[src/rtl/alu_sequencer.sv]
// Sequences single ALU ops and a 32-step shift-add multiply through an external combinational ALU.
// Latency: 1 edge for ADD/SUB/XOR/SLT, 32 for MUL, 0 for illegal ops. The response is held until rsp_ready.
module alu_sequencer #(
  parameter int WIDTH = 32
) (
  input  logic             clk,
  input  logic             reset,
  input  logic             req_valid,
  output logic             req_ready,
  input  logic [2:0]       req_op,
  input  logic [WIDTH-1:0] req_a,
  input  logic [WIDTH-1:0] req_b,
  output logic [WIDTH-1:0] alu_inA,
  output logic [WIDTH-1:0] alu_inB,
  output logic [2:0]       alu_Ctrl,
  input  logic [WIDTH-1:0] alu_result,
  input  logic             alu_zero,
  input  logic             alu_overflow,
  input  logic             alu_Cout,
  output logic             rsp_valid,
  input  logic             rsp_ready,
  output logic [WIDTH-1:0] rsp_result,
  output logic             rsp_zero,
  output logic             rsp_overflow,
  output logic             rsp_cout,
  output logic             rsp_err
);

  localparam int CW = $clog2(WIDTH);

  typedef enum logic [1:0] {IDLE, EXEC, MUL, RESP} state_t;

  state_t           state;
  logic [WIDTH-1:0] acc;
  logic [WIDTH-1:0] mcand;
  logic [WIDTH-1:0] mplier;
  logic [CW-1:0]    mulCnt;
  logic [WIDTH-1:0] accNext;
  logic [WIDTH-1:0] mcandNext;

  // The ALU adds acc+mcand every MUL cycle; only keep the sum when the multiplier bit is set.
  always_comb begin
    accNext   = mplier[0] ? alu_result : acc;
    mcandNext = mcand << 1;
  end

  always_ff @(posedge clk) begin
    if (reset) begin
      state        <= IDLE;
      req_ready    <= 1'b1;
      alu_inA      <= '0;
      alu_inB      <= '0;
      alu_Ctrl     <= 3'b000;
      rsp_valid    <= 1'b0;
      rsp_result   <= '0;
      rsp_zero     <= 1'b0;
      rsp_overflow <= 1'b0;
      rsp_cout     <= 1'b0;
      rsp_err      <= 1'b0;
      acc          <= '0;
      mcand        <= '0;
      mplier       <= '0;
      mulCnt       <= '0;
    end else begin
      case (state)
        IDLE: begin
          if (req_valid) begin
            req_ready <= 1'b0;
            if (req_op <= 3'b011) begin
              state    <= EXEC;
              alu_inA  <= req_a;
              alu_inB  <= req_b;
              alu_Ctrl <= req_op;
            end else if (req_op == 3'b100) begin
              state    <= MUL;
              acc      <= '0;
              mcand    <= req_a;
              mplier   <= req_b;
              mulCnt   <= '0;
              alu_inA  <= '0;
              alu_inB  <= req_a;
              alu_Ctrl <= 3'b000;
            end else begin
              state        <= RESP;
              rsp_valid    <= 1'b1;
              rsp_result   <= '0;
              rsp_zero     <= 1'b0;
              rsp_overflow <= 1'b0;
              rsp_cout     <= 1'b0;
              rsp_err      <= 1'b1;
            end
          end
        end
        EXEC: begin
          state        <= RESP;
          rsp_valid    <= 1'b1;
          rsp_result   <= alu_result;
          rsp_zero     <= alu_zero;
          rsp_overflow <= alu_overflow;
          rsp_cout     <= alu_Cout;
          rsp_err      <= 1'b0;
          alu_inA      <= '0;
          alu_inB      <= '0;
          alu_Ctrl     <= 3'b000;
        end
        MUL: begin
          acc     <= accNext;
          mcand   <= mcandNext;
          mplier  <= mplier >> 1;
          mulCnt  <= mulCnt + CW'(1);
          alu_inA <= accNext;
          alu_inB <= mcandNext;
          if (mulCnt == CW'(WIDTH - 1)) begin
            // Flags come from the accumulated product, not from the last ALU add.
            state        <= RESP;
            rsp_valid    <= 1'b1;
            rsp_result   <= accNext;
            rsp_zero     <= (accNext == '0);
            rsp_overflow <= 1'b0;
            rsp_cout     <= 1'b0;
            rsp_err      <= 1'b0;
            alu_inA      <= '0;
            alu_inB      <= '0;
            alu_Ctrl     <= 3'b000;
          end
        end
        RESP: begin
          if (rsp_ready) begin
            state     <= IDLE;
            rsp_valid <= 1'b0;
            req_ready <= 1'b1;
          end
        end
        default: begin
          state     <= IDLE;
          req_ready <= 1'b1;
        end
      endcase
    end
  end

endmodule

[config.mk]
export PLATFORM = sky130hd
export DESIGN_NAME = alu_sequencer
export DESIGN_NICKNAME = d
export VERILOG_FILES = /design/src/rtl/alu_sequencer.sv
export SDC_FILE = /design/constraint.sdc
export NUM_CORES = 1
export LEC_CHECK = 0
export BUFFER_PORTS_ARGS = -buffer_cell sky130_fd_sc_hd__buf_2
export CAP_MARGIN = 10
export CORE_UTILIZATION = 55
export DETAILED_ROUTE_END_ITERATION = 8
export PLACE_DENSITY = 0.8
export REMOVE_ABC_BUFFERS = 1
export SLEW_MARGIN = 0
export SYNTH_ARGS = -nofsm -noshare
export SYNTH_HDL_FRONTEND = slang
export SYNTH_SLANG_ARGS = --single-unit
[constraint.sdc]
create_clock -name clk -period 2.1 [get_ports clk]
set_input_delay 0.21 -clock clk [delete_from_list [all_inputs] [get_ports clk]]
set_output_delay 0.21 -clock clk [all_outputs]
set_load 0.01 [all_outputs]
# == Word level (Yosys, flattened, before mapping) ==
# Index checks and enable logic that the tools add are counted.
# word_totals
register_bits,207
latch_bits,0
ramBits,0
romBits,0
output_inout_bits,105
wordCells,100
n_memories,0
# classes
addsub,1
n_mul,0
n_div,0
magnitude_cmp,1
n_eq_ne,12
n_shift,0
n_mux,59
bitwise_logic,0
n_reduce_logical,12
# ops
operator,n
two-way mux 32 bit,18
case mux 32 bit (3 select lines),3
case mux 32 bit (2 select lines),2
two-way mux 31 bit,2
case mux 31 bit (2 select lines),1
logical NOT 32 bit,1
two-way mux 5 bit,3
two-way mux 1 bit,13
two-way mux 3 bit,4
!= test 2 bit (second input constant),6
case mux 1 bit (3 select lines),4
case mux 5 bit (2 select lines),1
AND reduction 5 bit,2
case mux 3 bit (3 select lines),1
AND reduction 3 bit,3
two-way mux 2 bit,4
case mux 2 bit (4 select lines),1
AND reduction 4 bit,2
adder 5 x 1 -> 5 bit (second input constant),1
equality test 5 bit (second input constant),1
equality test 2 bit (second input constant),2
case mux 1 bit (4 select lines),1
nonzero test 2 bit,2
equality test 3 bit (second input constant),1
other kinds (6),6

# == Longest topological paths before layout ==
# Gate-level depths: netlist (run 1).
# logic_depth
ltp_word,5
depth_mapped,10
mapped_depth_nobuf,8

# == Worst setup path after synthesis (run 1) ==
# Ideal clock, no wire load.
# synth_timing
kind,register -> register
start,reg state[0]
end,reg rsp_result[10]
setup_ns,0.071
t_arrival_ns,1.829
t_required_ns,2.029
slack_ns,0.201
stages_incl_launch_ff,10
period_less_slack_ns,1.899
path_cell_list,dfxtp_1 inv_1 ha_1 buf_2 inv_2 nor2_1 nor4_4 buf_6 nand3_1 a21oi_1
# synth_via
elab_chain_len,3
word_cells_on_any_way,10
cone_classes,eq/ne: 6; mux: 1; reduce/logical: 3
# synth_lines
item,line,text
start: declaration,33,state_t state;
start signal: assignment,49,state <= IDLE;
start signal: assignment,70,state <= EXEC;
start signal: assignment,75,state <= MUL;
equality test 2 bit (tied with other cells),65,case (state)
!= test 2 bit (no line) or nonzero test 3 bit (tied branches),n/a,
AND reduction 5 bit (no line),n/a,
end signal: assignment,97,rsp_result <= alu_result;
end signal: assignment,117,rsp_result <= accNext;
end: declaration,22,"output logic [WIDTH-1:0] rsp_result,"
# Several ways; a longest one is shown, not always the timed one.
# A chain may end at the register's enable or synchronous reset.

# == Worst setup path after layout (run 1) ==
# layout_timing
start,reg mulCnt[1]
end,reg alu_inA[19]
# layout_via
elab_chain_len,3
# layout_lines
item,line,text
start: declaration,37,logic [CW-1:0] mulCnt;
start signal: assignment,110,mulCnt <= mulCnt + CW'(1);
equality test 5 bit,113,if (mulCnt == CW'(WIDTH - 1)) begin
two-way mux 32 bit,113,
case mux 32 bit (3 select lines),65,
end signal: assignment,71,alu_inA <= req_a;
end signal: assignment,111,alu_inA <= accNext;
end: declaration,13,"output logic [WIDTH-1:0] alu_inA,"
# No other way between the ends.

==> results of run 1 <==
## path summary, 6_finish.rpt
path         slack [ps]     startpoint     endpoint  cells after the start
min                  10  alu_result[6]       acc[6]                      3
min reg2reg         450     mplier[31]   mplier[31]                      2
max                  70      mulCnt[1]  alu_inA[19]                      9
max reg2reg          70      mulCnt[1]  alu_inA[19]                      9
## routing by layer
layer  wire length [um]  global-route usage
met5                  0                   0
met4               1180               0.135
met3               2480              0.0438
met2              14300               0.499
met1              12700               0.408
## cell families (layout without fill, tap and decap cells)
logic type | after synthesis | after routing
DFF | 207 | 207
buffers and inverters | 113 | 309
AOI/OAI and AO/OA | 318 | 318
adders and majority gates | 8 | 8
and+or+nand+nor | 325 | 325
muxes | 129 | 129
other | 0 | 3
## critical path, stage by stage, from the launching register on
cell and delay (ps):
dfxtp_1 340, ha_2 190, and3_1 190, ha_1 210
nand2b_4 180, nor2_4 140, buf_4 170, clkbuf_16 190
a22oi_1 80, a211oi_1 260
## where the power goes
| part | switching, mW | leakage (nW) | internal [mW] | total, mW |
|---|---|---|---|---|
| Combinational | 5.08 | 2.79 | 3.36 | 8.44 |
| Clock | 1.63 | 0.368 | 2.35 | 3.98 |
| Sequential | 0.630 | 1.69 | 4.96 | 5.59 |
| Total | 7.34 | 4.85 | 10.7 | 18.0 |
## cell type report
| type | instances | area, sq um |
|---|---|---|
| Antenna cell | 3 | 7.51 |
| Clock buffer | 34 | 677 |
| Clock inverter | 6 | 61.3 |
| Fill cell | 1345 | 5250 |
| Inverter | 7 | 30.0 |
| Multi-Input combinational cell | 780 | 5200 |
| Sequential cell | 207 | 4150 |
| Tap cell | 225 | 282 |
| Timing Repair Buffer | 262 | 1710 |
## registers in the layout, indices dropped and copies added, names as in the netlist
| signal | cells |
|---|---|
| req_ready | 1 |
| mplier | 32 |
| mulCnt | 5 |
| state | 2 |
| rsp_valid | 1 |
| rsp_overflow | 1 |
| rsp_cout | 1 |
| acc | 32 |
| alu_inA | 32 |
| rsp_result | 32 |
| alu_inB | 32 |
| rsp_zero | 1 |
| rsp_err | 1 |
| mcand | 31 |
| alu_Ctrl | 3 |
## through the flow
step | setup slack, ps | std cells
after floorplan | -4930 | 994
after global placement | 142 | 1461
after global routing | -7.11 | 1524
after CTS | 59.3 | 1512
final | 66.3 | 1524
after detailed placement | -25.5 | 1461
## repair_timing
action | 4_1_cts | 5_1_grt
cloned | 0 | 4
hold endpoints to repair | 11 | 0
setup endpoints to repair | 1 | 115
setup buffers | 0 | 5
pin swaps | 0 | 1
hold buffers | 11 | 0
gates resized for setup | 1 | 8
## Yosys cell counts, types with 2 or more instances
master / instances
buf_6: 9
a211oi_1: 116
a211oi_2: 10
dfxtp_1: 207
ha_1: 8
o22ai_1: 2
o21ai_0: 5
clkbuf_1: 56
nand3b_1: 2
nor2_1: 205
a21oi_1: 78
mux2i_1: 96
nand2_1: 44
a22oi_1: 64
buf_1: 3
nor3_1: 2
a22o_1: 31
nand2b_1: 5
mux2_2: 32
inv_1: 6
buf_2: 37
nand3_1: 44
nand4_1: 2
nor4_1: 12
==> metrics.txt, run 1 <==
drt drc=0; Site Rows=between 40 and 50; WL/cell=~20 um; slew margin rel.=0.680; Area contributors post-synth=dfxtp_1 (42%), mux2i_1 (9.8%), a211oi_1 (8.9%); CTS tree=done; largest net degree at the start of global routing=99; Synth Area in Compound Gates=0.233; Synth top area share=0.423; Max FO, Critical Path=17; total core area=17400 sq um; die width=approximately 140 um; power density cells=1490 nW/um^2; final setup fails=0; Die Height=between 100 and 150 um; Syn-to-layout area delta=23.6%; first-pass GRT wire length=between 40000 and 50000 um; Clock transition at path regs=~60 ps; layout cell share with drive strength beyond 1=0.268; adder-cell share of the synthesized area=0.0102; maxcap violations=0; number of buffers added on ports=210; Post-Route Utilization=0.698; Post-synth EDFFs=0; fin area=between 10000 and 15000 sq um; Final Max Slew Viols=0; most frequent cells in the layout=buf_2 (210), dfxtp_1 (206), nor2_1 (204); root buffer cell=clkbuf_16; die area=18400 sq um; antenna-violating nets left=0; Crit. End Element=flop; most common cell after layout, fill and taps aside=buf_2; total gr overflow=0; Cell Area, Synth=approximately 10000 sq um; Max clock buf depth=3; hold_ws=11.6 ps; mux share of post-synthesis cell area=0.136; drt first pass iters=6; CP Data Arrival Time=2440 ps; via count=around 9.5k; Peak VDD IR=between 1 and 1.5 mV; Yosys reg bits=207; ys flop type=dfxtp_1; Post-DP HPWL=19200 um; IO Pins=~210; Slew @ Worst Pin=approximately 480 ps; Routability Congestion=~0.87; Mean Syn Cell Area=around 8.9 sq um; XOR/XNOR Fraction of Synth Area=0; gr usage total=0.308; simple-gate share of the synthesized area=0.142; CTS buffer count=23; Fin. Hold Viols=0; Max Fclk=492 MHz; largest area contributor in the netlist=dfxtp_1; Critical Path RT=about 2500 ps; Tmin final=2030 ps; combinational family with the most area after synthesis=compound AO/OA/AOI/OAI gates; outcome=completed; sequential share of the synthesized area=0.423; crit path kind=flop to flop; Static Leak=just under 5 nW; Post-Syn Instances=1100; yosys warns=0; CTS sink cnt=207; initial antenna violation count=3; HP Class=input port to flop; area post-placement=11100 sq um; DR iter-0 viols=about 950; drt total wl=between 30000 and 40000 um; Worst-Skew Late Latency=around 500 ps; setup TNS=0 ps; routed vias/inst=between 6 and 7; Power Total=~18 mW; crit share post-route=0.968; Initial Utilization=0.564; clk_skew=approximately 12 ps; number of global-route vias before repair=8660; Async SR Flop Fraction=0; Synth cell types=between 40 and 50; Final nets=roughly 1.4k; H-tree levels=1; element type at the critical path start=flop
No activity file was read; power rests on OpenSTA's default activity.
==> run 2, diff against run 1 <==
--- a/config.mk
+++ b/config.mk
@@ -7,9 +7,8 @@
 export LEC_CHECK = 0
 export BUFFER_PORTS_ARGS = -buffer_cell sky130_fd_sc_hd__buf_2
 export CAP_MARGIN = 10
-export CORE_UTILIZATION = 55
+export CORE_UTILIZATION = 25
 export DETAILED_ROUTE_END_ITERATION = 8
-export PLACE_DENSITY = 0.8
 export REMOVE_ABC_BUFFERS = 1
 export SLEW_MARGIN = 0
 export SYNTH_ARGS = -nofsm -noshare
==> run 2 against run 1 <==
  * Critical path depth stayed put
  * Die area is 120% higher
  * Largest cell class unchanged
  * Non-clock buffer count is 46 higher
  * Fmax is 0.37% lower
  * Utilization is 36 points lower
==> metrics.txt, run 2 (synthesis gave the netlist of run 1 again) <==
DR iter-0 viols=513 (-46%); Post-DP HPWL=24000 um (+25%); most common cell after layout, fill and taps aside=buf_2; CP Data Arrival Time=2500 ps (+60 ps); crit share post-route=0.972 (+0.00357); Crit. End Element=flop; worst hold start=req_b[0]; Slew @ Worst Pin=698 ps (+218 ps); # placed instances=1764 (+21%); r2r setup slk=60 ps (about the same); Final Max Slew Viols=0 (unchanged); initial antenna violation count=1 (-2); Clock transition at path regs=60 ps (about the same); r2r worst-path depth=9 (unchanged); drt drc=0 (unchanged); Die Height=200 um (+48%); final setup fails=0 (unchanged); Peak VDD IR=0.811 mV (-44%); most frequent cells in the layout=buf_2 (209), dfxtp_1 (206), nor2_1 (204); hold_ws=21.0 ps (+9.42 ps); via count=9324 (-1.7%); Clk network pwr share=0.247 (+0.026); Site Rows=72 (+50%); sequential share of power=0.292 (-0.018); worst min-delay path endpoint=mplier[0]; R2R Path End=alu_inA[22]; Max FO, Critical Path=10 (-7); Max clock buf depth=3 (unchanged); Max Fclk=490 MHz (-0.37%); Static Leak=5.13 nW (+5.7%); Switching Share=0.407 (about the same); first-pass GRT wire length=53000 um (+18%); gr usage total=0.172 (-0.136); total core area=38600 sq um (+120%); FILL cells=3986 (+200%); Syn-to-layout area delta=33.7%; routed vias/inst=4.99 (-20%); power density cells=1450 nW/um^2 (-2.2%); H-tree levels=1 (unchanged); CTS sink cnt=207 (unchanged); Worst Hold Depth=3 (unchanged); Routability Congestion=0.856 (-1.5%); internal power=11.3 mW (+5.9%); layout cell share with drive strength beyond 1=0.273 (+0.00559); Final nets=1444 (+3.5%); Cell Count, Final, Fillers Out=1869 (+23%); drt total wl=35800 um (+17%); Logic pwr share=0.461 (-0.008); Switching Power=7.76 mW (+5.7%); Critical Path RT=2550 ps (+40 ps); WL/cell=19.2 um (-4.5%); HP Class=input port to flop; clk_skew=21.5 ps (+9.10 ps); Crit Reg-Reg Startpoint=mulCnt[1]; IO Pins=211 (unchanged); Worst-Skew Late Latency=560 ps (+60 ps); die width=200 um (+48%); largest net degree at the start of global routing=138 (+39%); CTS tree=done; maxcap violations=0 (unchanged); Fin. Hold Viols=0 (unchanged); number of buffers added on ports=210 (unchanged); die area=40000 sq um (+120%); total gr overflow=0 (unchanged); antenna-violating nets left=0 (unchanged); drt first pass iters=5 (-1); number of global-route vias before repair=8852 (+2.2%); root buffer cell=clkbuf_16; crit path kind=flop to flop; outcome=completed; Tmin final=2040 ps (+7.49 ps); slew margin rel.=0.534 (-0.146); Initial Utilization=0.253 (-0.311); Post-Route Utilization=0.339 (-0.359); element type at the critical path start=flop; CTS buffer count=26 (+13%)
## run 2: cell types whose count changed in the layout (fill, tap and decap cells not counted), sizes merged
cell / before / now
diode: 3 / 1
clkinv: 4 / 10
bufinv: 1 / 4
dlygate4sd3: 11 / 48
inv: 7 / 6
clkinvlp: 1 / 5
buf: 248 / 259
clkbuf: 37 / 31
## run 2: final cells by class
type	count	area, sq um	area share
timing repair buffer	308	2150	0.165
clock buffer	30	686	0.0524
antenna	1	2.50	0.000191
multi-input combinational	780	5220	0.398
inverter	7	30.0	0.00229
clock inverter	18	211	0.0161
sequential	207	4150	0.317
tap	518	648	0.0495
## run 2: power groups by stage
stage	Combinational [mW]	Clock [mW]	Sequential, mW
floorplan	3.98	0	5.38
global placement	8.31	0	5.61
detailed placement	8.42	0	5.63
CTS	8.55	4.82	5.56
global route	9.55	4.97	5.69
finish	8.78	4.70	5.57
## run 2: routing by layer
metal,part of all wire,vias to the layer above,track usage
li1,-,4505,-
met1,0.46,4459,0.234
met2,0.45,294,0.266
met3,0.065,64,0.0329
met4,0.031,2,0.0690
met5,0.00028,-,0
## run 2: metrics by stage
stage / area (sq um) / setup WS (ps) / total power [mW] / setup TNS, ps
finish: 13100 / 58.8 / 19.1 / 0
global route: 13100 / -5.80 / 20.2 / -10.4
CTS: 13000 / 22.2 / 18.9 / 0
detailed placement: 11600 / 4.04 / 14.1 / 0
global placement: 11600 / 48.7 / 13.9 / 0
floorplan: 9280 / -4930 / 9.36 / -770600
## run 2: how the worst max path moves through the flow
stage               slack, ps  startpoint  depth (start not counted)           to
detailed placement          4   mulCnt[1]                          8   alu_inA[8]
global placement           50    state[0]                          7  alu_Ctrl[1]
finish                     60   mulCnt[1]                          9  alu_inA[22]
global route               -6   mulCnt[1]                          9  alu_inB[20]
floorplan               -4930    state[0]                          6   alu_inB[0]
CTS                        20   mulCnt[1]                          8   alu_inA[8]
## run 2: critical path: stages, from the launching register on
cell	delay (ps)
dfxtp_1	340
ha_1	210
and3_1	190
ha_1	190
nand2b_4	180
nor2_4	140
buf_4	170
clkbuf_16	180
a22oi_1	80
a211oi_1	240
## run 2: timing repair
action,4_1_cts,5_1_grt
cloned,0,2
hold endpoints to repair,51,0
hold buffers,48,0
setup endpoints to repair,3,79
buffers inserted,0,6
gates resized for setup,2,6
pin swaps,0,6
